## config.mk

```make
export PLATFORM = sky130hd
export DESIGN_NAME = operand_fetch_seq_flat
export DESIGN_NICKNAME = d
export VERILOG_FILES = /design/src/rtl/operand_fetch_seq_pkg.sv /design/src/rtl/operand_fetch_seq_if.sv /design/src/rtl/operand_fetch_seq_fifo.sv /design/src/rtl/operand_fetch_seq.sv /design/src/flat_wrapper.sv
export SDC_FILE = /design/constraint.sdc
export NUM_CORES = 1
export LEC_CHECK = 0
export ABC_CLOCK_PERIOD_IN_PS = 4150
export CORE_AREA = 2 2 183 185
export DETAILED_ROUTE_END_ITERATION = 6
export DIE_AREA = 0 0 185 187
export PLACE_DENSITY = 0.87
export SYNTH_ARGS = -nofsm -noshare
export SYNTH_HDL_FRONTEND = slang
export SYNTH_HIERARCHICAL = 1
export SYNTH_SLANG_ARGS = --single-unit
```

## constraint.sdc

```tcl
create_clock -name clock -period 4.15 [get_ports clock]
set_input_delay 0.83 -clock clock [delete_from_list [all_inputs] [get_ports clock]]
set_output_delay 0.83 -clock clock [all_outputs]
set_load 0.01 [all_outputs]
```

## src/rtl/operand_fetch_seq_pkg.sv

```systemverilog
// matmul_pkg: shared sizes, lane vector types and FSM states for the operand fetch sequencer.
package matmul_pkg;
  localparam int N = 64;
  localparam int LANES = 8;
  localparam int DATA_W = 8;
  localparam int ADDR_W = 12;
  localparam int IDX_W = $clog2(N);
  localparam int BEATS = N / LANES;
  localparam int BEAT_W = $clog2(BEATS);
  typedef logic [LANES-1:0][DATA_W-1:0] lane_vec_t;
  typedef logic [LANES-1:0][ADDR_W-1:0] addr_vec_t;
  typedef enum logic [1:0] {IDLE, FETCH, DRAIN, DONE} fetch_state_t;
  typedef struct packed {
    logic last;
    lane_vec_t a;
    lane_vec_t b;
  } beat_t;
  localparam int ENTRY_W = $bits(beat_t);
endpackage

```

## src/rtl/operand_fetch_seq_if.sv

```systemverilog
// operand_fetch_seq_if: control, ROM and MAC-stream signals of the sequencer.
// FETCH_PERF_EN adds the cycle_count/stall_count performance outputs.
interface operand_fetch_seq_if;
  import matmul_pkg::*;
  logic start;
  logic [IDX_W-1:0] row_idx;
  logic [IDX_W-1:0] col_idx;
  addr_vec_t rom_a_addr;
  addr_vec_t rom_b_addr;
  lane_vec_t rom_a_q;
  lane_vec_t rom_b_q;
  logic op_valid;
  logic op_ready;
  lane_vec_t op_a;
  lane_vec_t op_b;
  logic op_last;
  logic busy;
  logic done;
`ifdef FETCH_PERF_EN
  logic [15:0] cycle_count;
  logic [15:0] stall_count;
`endif
  modport master (
    input start, row_idx, col_idx, rom_a_q, rom_b_q, op_ready,
    output rom_a_addr, rom_b_addr, op_valid, op_a, op_b, op_last, busy, done
`ifdef FETCH_PERF_EN
    , output cycle_count, stall_count
`endif
  );
  modport slave (
    output start, row_idx, col_idx, rom_a_q, rom_b_q, op_ready,
    input rom_a_addr, rom_b_addr, op_valid, op_a, op_b, op_last, busy, done
`ifdef FETCH_PERF_EN
    , input cycle_count, stall_count
`endif
  );
endinterface

```

## src/rtl/operand_fetch_seq_fifo.sv

```systemverilog
// op_fifo2: 2-entry FIFO with the head held in its own register for a direct output.
module op_fifo2
  import matmul_pkg::*;
#(
  parameter int W = ENTRY_W
) (
  input  logic         clock,
  input  logic         reset_l,
  input  logic         push_i,
  input  logic         pop_i,
  input  logic [W-1:0] din_i,
  output logic [W-1:0] dout_o,
  output logic         full_o,
  output logic         empty_o,
  output logic [1:0]   count_o
);
  logic [W-1:0] head_q, tail_q;
  logic [1:0] count_q;
  logic do_pop, do_push;
  assign do_pop = pop_i && count_q != 2'd0;
  assign do_push = push_i && (count_q != 2'd2 || do_pop);
  always_ff @(posedge clock or negedge reset_l)
    if (!reset_l) begin
      head_q <= '0;
      tail_q <= '0;
      count_q <= '0;
    end else begin
      if (do_pop) head_q <= (count_q == 2'd2) ? tail_q : din_i;
      else if (do_push && count_q == 2'd0) head_q <= din_i;
      if (do_push && (count_q == 2'd2 || (count_q == 2'd1 && !do_pop))) tail_q <= din_i;
      count_q <= count_q + 2'(do_push) - 2'(do_pop);
    end
  assign dout_o = head_q;
  assign full_o = count_q == 2'd2;
  assign empty_o = count_q == 2'd0;
  assign count_o = count_q;
endmodule

```

## src/rtl/operand_fetch_seq.sv

```systemverilog
// operand_fetch_seq: fetches row R of A and column C of B from 1-cycle ROMs and streams LANES-wide beats.
// FETCH_PERF_EN adds busy-cycle and stall-cycle counters.
module operand_fetch_seq
  import matmul_pkg::*;
(
  input logic clock,
  input logic reset_l,
  operand_fetch_seq_if.master bus
);
  fetch_state_t state_q;
  logic [IDX_W-1:0] row_q, col_q;
  logic [BEAT_W-1:0] beat_q;
  logic inflight_q, last_fl_q, busy_q, done_q;
  logic pop, issue, last_beat, full, empty;
  logic [1:0] fifo_cnt;
  beat_t head, din;
  assign pop = !empty && bus.op_ready;
  assign last_beat = beat_q == BEAT_W'(BEATS - 1);
  // A beat popped this cycle frees its slot, which keeps one beat per cycle under full throughput
  assign issue = state_q == FETCH && (pop || !full) &&
                 ({1'b0, fifo_cnt} + {2'b0, inflight_q} < 3'd2 + {2'b0, pop});
  assign din = '{last: last_fl_q, a: bus.rom_a_q, b: bus.rom_b_q};
  op_fifo2 u_fifo (
    .clock  (clock),
    .reset_l(reset_l),
    .push_i (inflight_q),
    .pop_i  (pop),
    .din_i  (din),
    .dout_o (head),
    .full_o (full),
    .empty_o(empty),
    .count_o(fifo_cnt)
  );
  always_comb begin
    bus.rom_a_addr = '0;
    bus.rom_b_addr = '0;
    for (int i = 0; i < LANES; i++) begin
      bus.rom_a_addr[i] = issue ? ADDR_W'(row_q) * ADDR_W'(N) + ADDR_W'(beat_q) * ADDR_W'(LANES) + ADDR_W'(i) : '0;
      bus.rom_b_addr[i] = issue ? (ADDR_W'(beat_q) * ADDR_W'(LANES) + ADDR_W'(i)) * ADDR_W'(N) + ADDR_W'(col_q) : '0;
    end
  end
  always_ff @(posedge clock or negedge reset_l)
    if (!reset_l) begin
      state_q <= IDLE;
      row_q <= '0;
      col_q <= '0;
      beat_q <= '0;
      inflight_q <= 1'b0;
      last_fl_q <= 1'b0;
      busy_q <= 1'b0;
      done_q <= 1'b0;
    end else begin
      inflight_q <= issue;
      last_fl_q <= issue && last_beat;
      beat_q <= issue ? beat_q + 1'b1 : beat_q;
      done_q <= 1'b0;
      case (state_q)
        IDLE: if (bus.start) begin
          state_q <= FETCH;
          row_q <= bus.row_idx;
          col_q <= bus.col_idx;
          beat_q <= '0;
          busy_q <= 1'b1;
        end
        FETCH: if (issue && last_beat) state_q <= DRAIN;
        DRAIN: if (pop && head.last) begin
          state_q <= DONE;
          done_q <= 1'b1;
        end
        DONE: begin
          state_q <= IDLE;
          busy_q <= 1'b0;
        end
        default: state_q <= IDLE;
      endcase
    end
  assign bus.op_valid = !empty;
  assign bus.op_a = head.a;
  assign bus.op_b = head.b;
  assign bus.op_last = !empty && head.last;
  assign bus.busy = busy_q;
  assign bus.done = done_q;
`ifdef FETCH_PERF_EN
  logic [15:0] cycle_q, stall_q;
  always_ff @(posedge clock or negedge reset_l)
    if (!reset_l) begin
      cycle_q <= '0;
      stall_q <= '0;
    end else if (state_q == IDLE && bus.start) begin
      cycle_q <= '0;
      stall_q <= '0;
    end else begin
      if (busy_q && cycle_q != 16'hFFFF) cycle_q <= cycle_q + 16'd1;
      if (!empty && !bus.op_ready && stall_q != 16'hFFFF) stall_q <= stall_q + 16'd1;
    end
  assign bus.cycle_count = cycle_q;
  assign bus.stall_count = stall_q;
`endif
endmodule

```

## src/flat_wrapper.sv

```systemverilog
// flat-port wrapper written by rule: the top's interface ports become plain ports
module operand_fetch_seq_flat import matmul_pkg::*;
  (clock, reset_l, bus_start, bus_row_idx, bus_col_idx, bus_rom_a_q, bus_rom_b_q, bus_op_ready, bus_rom_a_addr, bus_rom_b_addr, bus_op_valid, bus_op_a, bus_op_b, bus_op_last, bus_busy, bus_done);
  operand_fetch_seq_if bus_i ();
  input logic clock;
  input logic reset_l;
  input wire logic [$bits(bus_i.start)-1:0] bus_start;
  input wire logic [$bits(bus_i.row_idx)-1:0] bus_row_idx;
  input wire logic [$bits(bus_i.col_idx)-1:0] bus_col_idx;
  input wire logic [$bits(bus_i.rom_a_q)-1:0] bus_rom_a_q;
  input wire logic [$bits(bus_i.rom_b_q)-1:0] bus_rom_b_q;
  input wire logic [$bits(bus_i.op_ready)-1:0] bus_op_ready;
  output wire logic [$bits(bus_i.rom_a_addr)-1:0] bus_rom_a_addr;
  output wire logic [$bits(bus_i.rom_b_addr)-1:0] bus_rom_b_addr;
  output wire logic [$bits(bus_i.op_valid)-1:0] bus_op_valid;
  output wire logic [$bits(bus_i.op_a)-1:0] bus_op_a;
  output wire logic [$bits(bus_i.op_b)-1:0] bus_op_b;
  output wire logic [$bits(bus_i.op_last)-1:0] bus_op_last;
  output wire logic [$bits(bus_i.busy)-1:0] bus_busy;
  output wire logic [$bits(bus_i.done)-1:0] bus_done;
  assign bus_i.start = bus_start;
  assign bus_i.row_idx = bus_row_idx;
  assign bus_i.col_idx = bus_col_idx;
  assign bus_i.rom_a_q = bus_rom_a_q;
  assign bus_i.rom_b_q = bus_rom_b_q;
  assign bus_i.op_ready = bus_op_ready;
  assign bus_rom_a_addr = bus_i.rom_a_addr;
  assign bus_rom_b_addr = bus_i.rom_b_addr;
  assign bus_op_valid = bus_i.op_valid;
  assign bus_op_a = bus_i.op_a;
  assign bus_op_b = bus_i.op_b;
  assign bus_op_last = bus_i.op_last;
  assign bus_busy = bus_i.busy;
  assign bus_done = bus_i.done;
  operand_fetch_seq u_core (.clock(clock), .reset_l(reset_l), .bus(bus_i));
endmodule
```

[Word level (Yosys, flattened, before mapping)]
Cells that the tools add are included.
Storage, ports and cells
  output and inout port bits: 324
  input port bits: 144
  logic and storage cells: 105
  bits in registers: 281
Cells by class
  reductions and logical operators: 25
  multiplexer cells: 30
  add/subtract/negate cells: 28
  eq/ne operators: 10
  order comparisons: 1
Operators by type and width (number)
  $mux W129: 3
  $mux W12: 16
  $add A12 B6 Y12: 9
  $add A12 B3 Y12 const B: 4
  $add A12 B2 Y12 const B: 2
  $add A6 B3 Y6 const B: 4
  $add A12 B1 Y12 const B: 1
  $add A6 B2 Y6 const B: 2
  $logic_and A1 B1 Y1: 11
  $mux W3: 3
  $pmux W2 S4: 1
  $add A6 B1 Y6 const B: 1
  $eq A2 B2 Y1 const B: 3
  $mux W2: 3
  $ne A2 B2 Y1 const B: 3
  $reduce_bool A2 Y1: 3
  $eq A2 B1 Y1 const B: 2
  $logic_not A2 Y1: 2
  $reduce_and A2 Y1: 2
  $add A2 B1 Y3: 1
  $add A2 B1 Y3 const A: 1
  $add A3 B1 Y3 const B: 1
  $eq A3 B3 Y1 const B: 1
  $logic_not A1 Y1: 3
  other kinds (8): 12

[Logic depth before layout (Yosys ltp)]
  depth in word-level cells: 9
  depth in mapped cells: 8

[Modules after synthesis]
Netlist, hierarchy kept.
By module, submodules not included
  op_fifo2: sequential area each 6506.2 µm², instances 1, area an instance 11812.6 µm², cells an instance 705
  operand_fetch_seq: sequential area each 525.5 µm², instances 1, area an instance 2453.6 µm², cells an instance 277

[Least setup slack after synthesis]
Ideal clock, no wire load.
  path kind: reg2out
  start point: register u_core.inflight_q
  end point: output bus_rom_a_addr[17]
  slack: 0.801 ns
  data required time: 3.320 ns
  path buffers: 2
  data arrival time: 2.519 ns
  stages on the path, launching flop included: 9
  path through: dfrtp_1 -> ha_1 -> ha_1 -> or4b_4 -> or2_4 -> nand2_4 -> buf_6 -> and2_1 -> buf_4
Between the ends
  longest elaborated chain between the ends: 4
Ends and longest elaborated chain
  start: declaration: RTL line operand_fetch_seq.sv:13  | logic inflight_q, last_fl_q, busy_q, done_q;
  start signal: assignment: RTL line operand_fetch_seq.sv:53  | inflight_q <= issue;
  $add A2 B1 Y3: RTL line operand_fetch_seq.sv:21  | ({1'b0, fifo_cnt} + {2'b0, inflight_q} < 3'd2 + {2'b0, pop});
  $lt A3 B3 Y1: RTL line operand_fetch_seq.sv:21
  $logic_and A1 B1 Y1: RTL line operand_fetch_seq.sv:20  | assign issue = state_q == FETCH && (pop || !full) &&
  via u_core.issue: RTL line operand_fetch_seq.sv:14  | logic pop, issue, last_beat, full, empty;
  $mux W12: RTL line operand_fetch_seq.sv:38  | bus.rom_a_addr[i] = issue ? ADDR_W'(row_q) * ADDR_W'(N) + ADDR_W'(beat_q) * ADDR_W'(LANES) + ADDR_W'(i) : '0;
  end: declaration: RTL line flat_wrapper.sv:13  | output wire logic [$bits(bus_i.rom_a_addr)-1:0] bus_rom_a_addr;
The timed path passes the listed nets, and every way through them passes these cells.

[Final worst setup path]
  start point: register u_core.inflight_q
  end point: output bus_rom_b_addr[34]
Between the ends
  longest elaborated chain between the ends: 4
Ends and longest elaborated chain
  $add A2 B1 Y3: RTL line operand_fetch_seq.sv:21
  $lt A3 B3 Y1: RTL line operand_fetch_seq.sv:21
  $logic_and A1 B1 Y1: RTL line operand_fetch_seq.sv:20
  $mux W12: RTL line operand_fetch_seq.sv:39  | bus.rom_b_addr[i] = issue ? (ADDR_W'(beat_q) * ADDR_W'(LANES) + ADDR_W'(i)) * ADDR_W'(N) + ADDR_W'(col_q) : '0 ...
  end: declaration: RTL line flat_wrapper.sv:14  | output wire logic [$bits(bus_i.rom_b_addr)-1:0] bus_rom_b_addr;
No other way between the ends.

==> results.md <==
* Status: finished, final reports clean
* Synth Warn # at 6
* CP Class: flip-flop to output pin
* Final Power at 14.8 mW
* Async S/R FF share, synth at 1.00
* Slew @ Worst Pin at 1.06 ns
* Critical path peak fanout at 11
* Unique masters post-synth at 38
* Final setup violation count at 0
* Post-synthesis cell count at between 900 and 1000
* DP Area at 17900 um2
* R2R Path Start: u_core/u_fifo/count_o[0]
* CTS Sinks at approximately 280
* Leakage at approximately 9 nW
* Top cells by area, synth: dfrtp_1, mux2_2, mux2_4
* Setup TNS at 0 ns
* Die span in y at about 190 um
* CTS tree: built
* IO Count at about 470
* DRC at 0
* Final nets at ~1400
* Worst rel slew slack at 0.296
* Grt total ovfl at 0
* Largest net degree at the start of global routing at 130
* Sequential cell area fraction in the yosys report at 0.493
* DP Worst Slack at 0.0298 ns
* Setup Skew at 0.0141 ns
* Fillers at about 2600
* Detail Placement HPWL at ~23000 um
* Root buf cell: clkbuf_16
* Buf+Inv Stages, Crit Path at 2
* Critical Path Sink Type: output pin
* Crit path max-delay family: simple AND/OR/NAND/NOR gates
* Fin. Hold Viols at 0
* Area delta synth->final at 34.2%
* GRT Util Overall at 0.186
* Max-cap viol count at 0
* Initial antenna violation count at 2
* Initial core utilization at 0.434
* Mapped Avg Cell Area at roughly 15 um2
* Later-pin clock latency in the skew report at approximately 0.56 ns
* Num CTS Buffers at 31
* Fin util at 0.583
* Htree depth at 1
* Top cells by count, synth: mux2_2, dfrtp_1, buf_4, mux2_4, buf_2
* Avg WL per Cell at 18.8 um
* CP peak stage delay at approximately 0.55 ns
* Count leader, synth: mux2_2
* Req. time, crit path at about 3.3 ns
* Critical path's most frequent cell: ha_1
* Final Max Slew Viols at 0
* Cell Rows at 67
* Synth Flop Type: dfrtp_1
* CP cell instances: ha_1 -> ha_1 -> or4b_4 -> or2_4 -> nand2_8 -> and2_1 -> buf_4 -> clkdlybuf4s50_1
* Synth top area share at 0.493
* Die ar. at 34600 um2
* Post-route ant nets at 0
* Vias at 8500
* Routability cong. at around 0.82
* Die width at roughly 190 um
* Clock transition at the registers of the reported paths at approximately 0.07 ns
* Cell area after layout at approximately 19000 um2
* #FFs+latches synth at roughly 280
* Netlist Area Pre-Place at about 14000 um2
* Setup crit start kind: flip-flop
* DRT Pass-1 Iters at 4
* Min Tclk post-route at 4.07 ns
* Hold Path Class: input port to asynchronous set/reset pin
* Crit-path slowest cell: or4b_4
* Core area at between 30000 and 40000 um2
* Vias per cell at 4.81
* Power Density at a little under 800 nW/um2
* Peak supply drop at around 0.43 mV
* Initial DRC count at around 290
* Setup ws final at 0.0765 ns
* Share of layout cells above drive strength 1 at 0.385
* Clock Path Buffers at 3
* Yosys top cell by area: dfrtp_1
* Number of flops mapped to enable cells by yosys at 0
* Vias in the first global route at 9218
* Total Wirelength at around 33000 um
* Data arrival, critical path at ~3.2 ns
* Number of buffers added on ports at 443
* Crit path from: u_core/inflight_q
* Maximum clock frequency at between 0.2 and 0.25 GHz
* Unrepaired setup endpoints after global routing: true
* First-pass GRT wire length at approximately 51000 um
* Part of the cycle the worst path needs at 0.982
cells by family after synthesis:
kind of cell             share of synthesized area
multiplexers                                 0.344
flip-flops                                   0.493
buffers and inverters                        0.128
AND/OR/NAND/NOR                             0.0180
AO/OA/AOI/OAI                              0.00754
adder cells (fa/ha/maj)                    0.00789
XOR/XNOR                                   0.00123
other                                     0.000263
repair_timing:
action,CTS,global route
hold endpoints to repair,0,0
resized for setup,24,38
setup endpoints to repair,129,91
cloned,0,1
hold buffers,0,0
setup buffers,2,0
state kept, by name (all words and copies together) (netlist names):
name,count
u_core/col_q,6
u_core/inflight_q,1
u_core/beat_q,3
u_core/bus.busy,1
u_core/row_q,6
u_core/u_fifo/tail_q,129
u_core/bus.done,1
u_core/u_fifo/dout_o,129
u_core/u_fifo/count_o,2
u_core/last_fl_q,1
u_core/state_q,2
metrics by stage:
stage / std cells / hold slack [ns]
2_1_floorplan: 1005 / 0.472
3_3_place_gp: 1706 / 0.481
3_5_place_dp: 1706 / 0.490
4_1_cts: 1765 / 0.387
5_1_grt: 1768 / 0.435
6_report: 1768 / 0.358
power breakdown:
group          internal [mW]  switching [mW]  total (mW)
Sequential              4.13           0.751        4.88
Clock                   1.72            1.12        2.84
Combinational           4.40            2.67        7.07
Total                   10.2            4.54        14.8
worst reg2reg max path, cell delays in order (launching register included):
cell,delay [ns]
dfrtp_2,0.41
buf_4,0.16
nor2_1,0.17
buf_4,0.19
nor2b_1,0.07
buf_4,0.16
nand3b_1,0.19
buf_12,0.36
mux2_2,0.85
mux2_2,0.26
worst paths after layout:
| path | endpoint | slack [ns] | depth (start not counted) |
|---|---|---|---|
| worst min-delay path | u_core/u_fifo/tail_q[21] | 0.36 | 1 |
| worst min register to register | u_core/u_fifo/tail_q[116] | 0.50 | 1 |
| worst max register to register | u_core/u_fifo/dout_o[13] | 1.21 | 9 |
| max in group asynchronous | u_core/u_fifo/dout_o[62] | 2.88 | 2 |
| min in group clock | u_core/u_fifo/tail_q[116] | 0.50 | 1 |
| worst max-delay path | bus_rom_b_addr[34] | 0.08 | 8 |
placed cells by master (no fill, tap or decap), drive strengths merged, types with 2 or more instances in the layout:
cell	synthesis	final
nand3b	2	2
and2	15	15
nor2b	2	2
nand2	6	7
clkinv	0	5
dfrtp	281	281
nand3	3	3
clkbuf	2	46
a21oi	5	5
diode	0	2
dlygate4sd2	0	10
nor3	2	2
bufinv	0	3
inv	8	10
mux2	401	401
nor2	5	5
clkdlybuf4s50	0	402
ha	9	9
o21ai	4	4
buf	220	35
dlymetal6s2s	0	30
conb	1	24
metal layers:
| metal | routed length [um] | up-vias | GRT usage |
|---|---|---|---|
| li1 | - | 3825 | - |
| met1 | 12600 | 4278 | 0.215 |
| met2 | 17000 | 327 | 0.329 |
| met3 | 2480 | 70 | 0.0487 |
| met4 | 1150 | 0 | 0.0711 |
| met5 | 0 | - | 0 |
area by class of cell:
| cell class | count | area [um2] | area share |
|---|---|---|---|
| Multi-Input combinational cell | 495 | 5560 | 0.291 |
| Clock buffer | 46 | 922 | 0.0482 |
| Inverter | 8 | 30.0 | 0.00157 |
| Sequential cell | 281 | 7030 | 0.367 |
| Timing Repair Buffer | 477 | 4880 | 0.255 |
| Antenna cell | 2 | 5.00 | 0.000261 |
| Tap cell | 448 | 561 | 0.0293 |
| Clock inverter | 11 | 146 | 0.00765 |
Power figures use the tool's default switching activity.
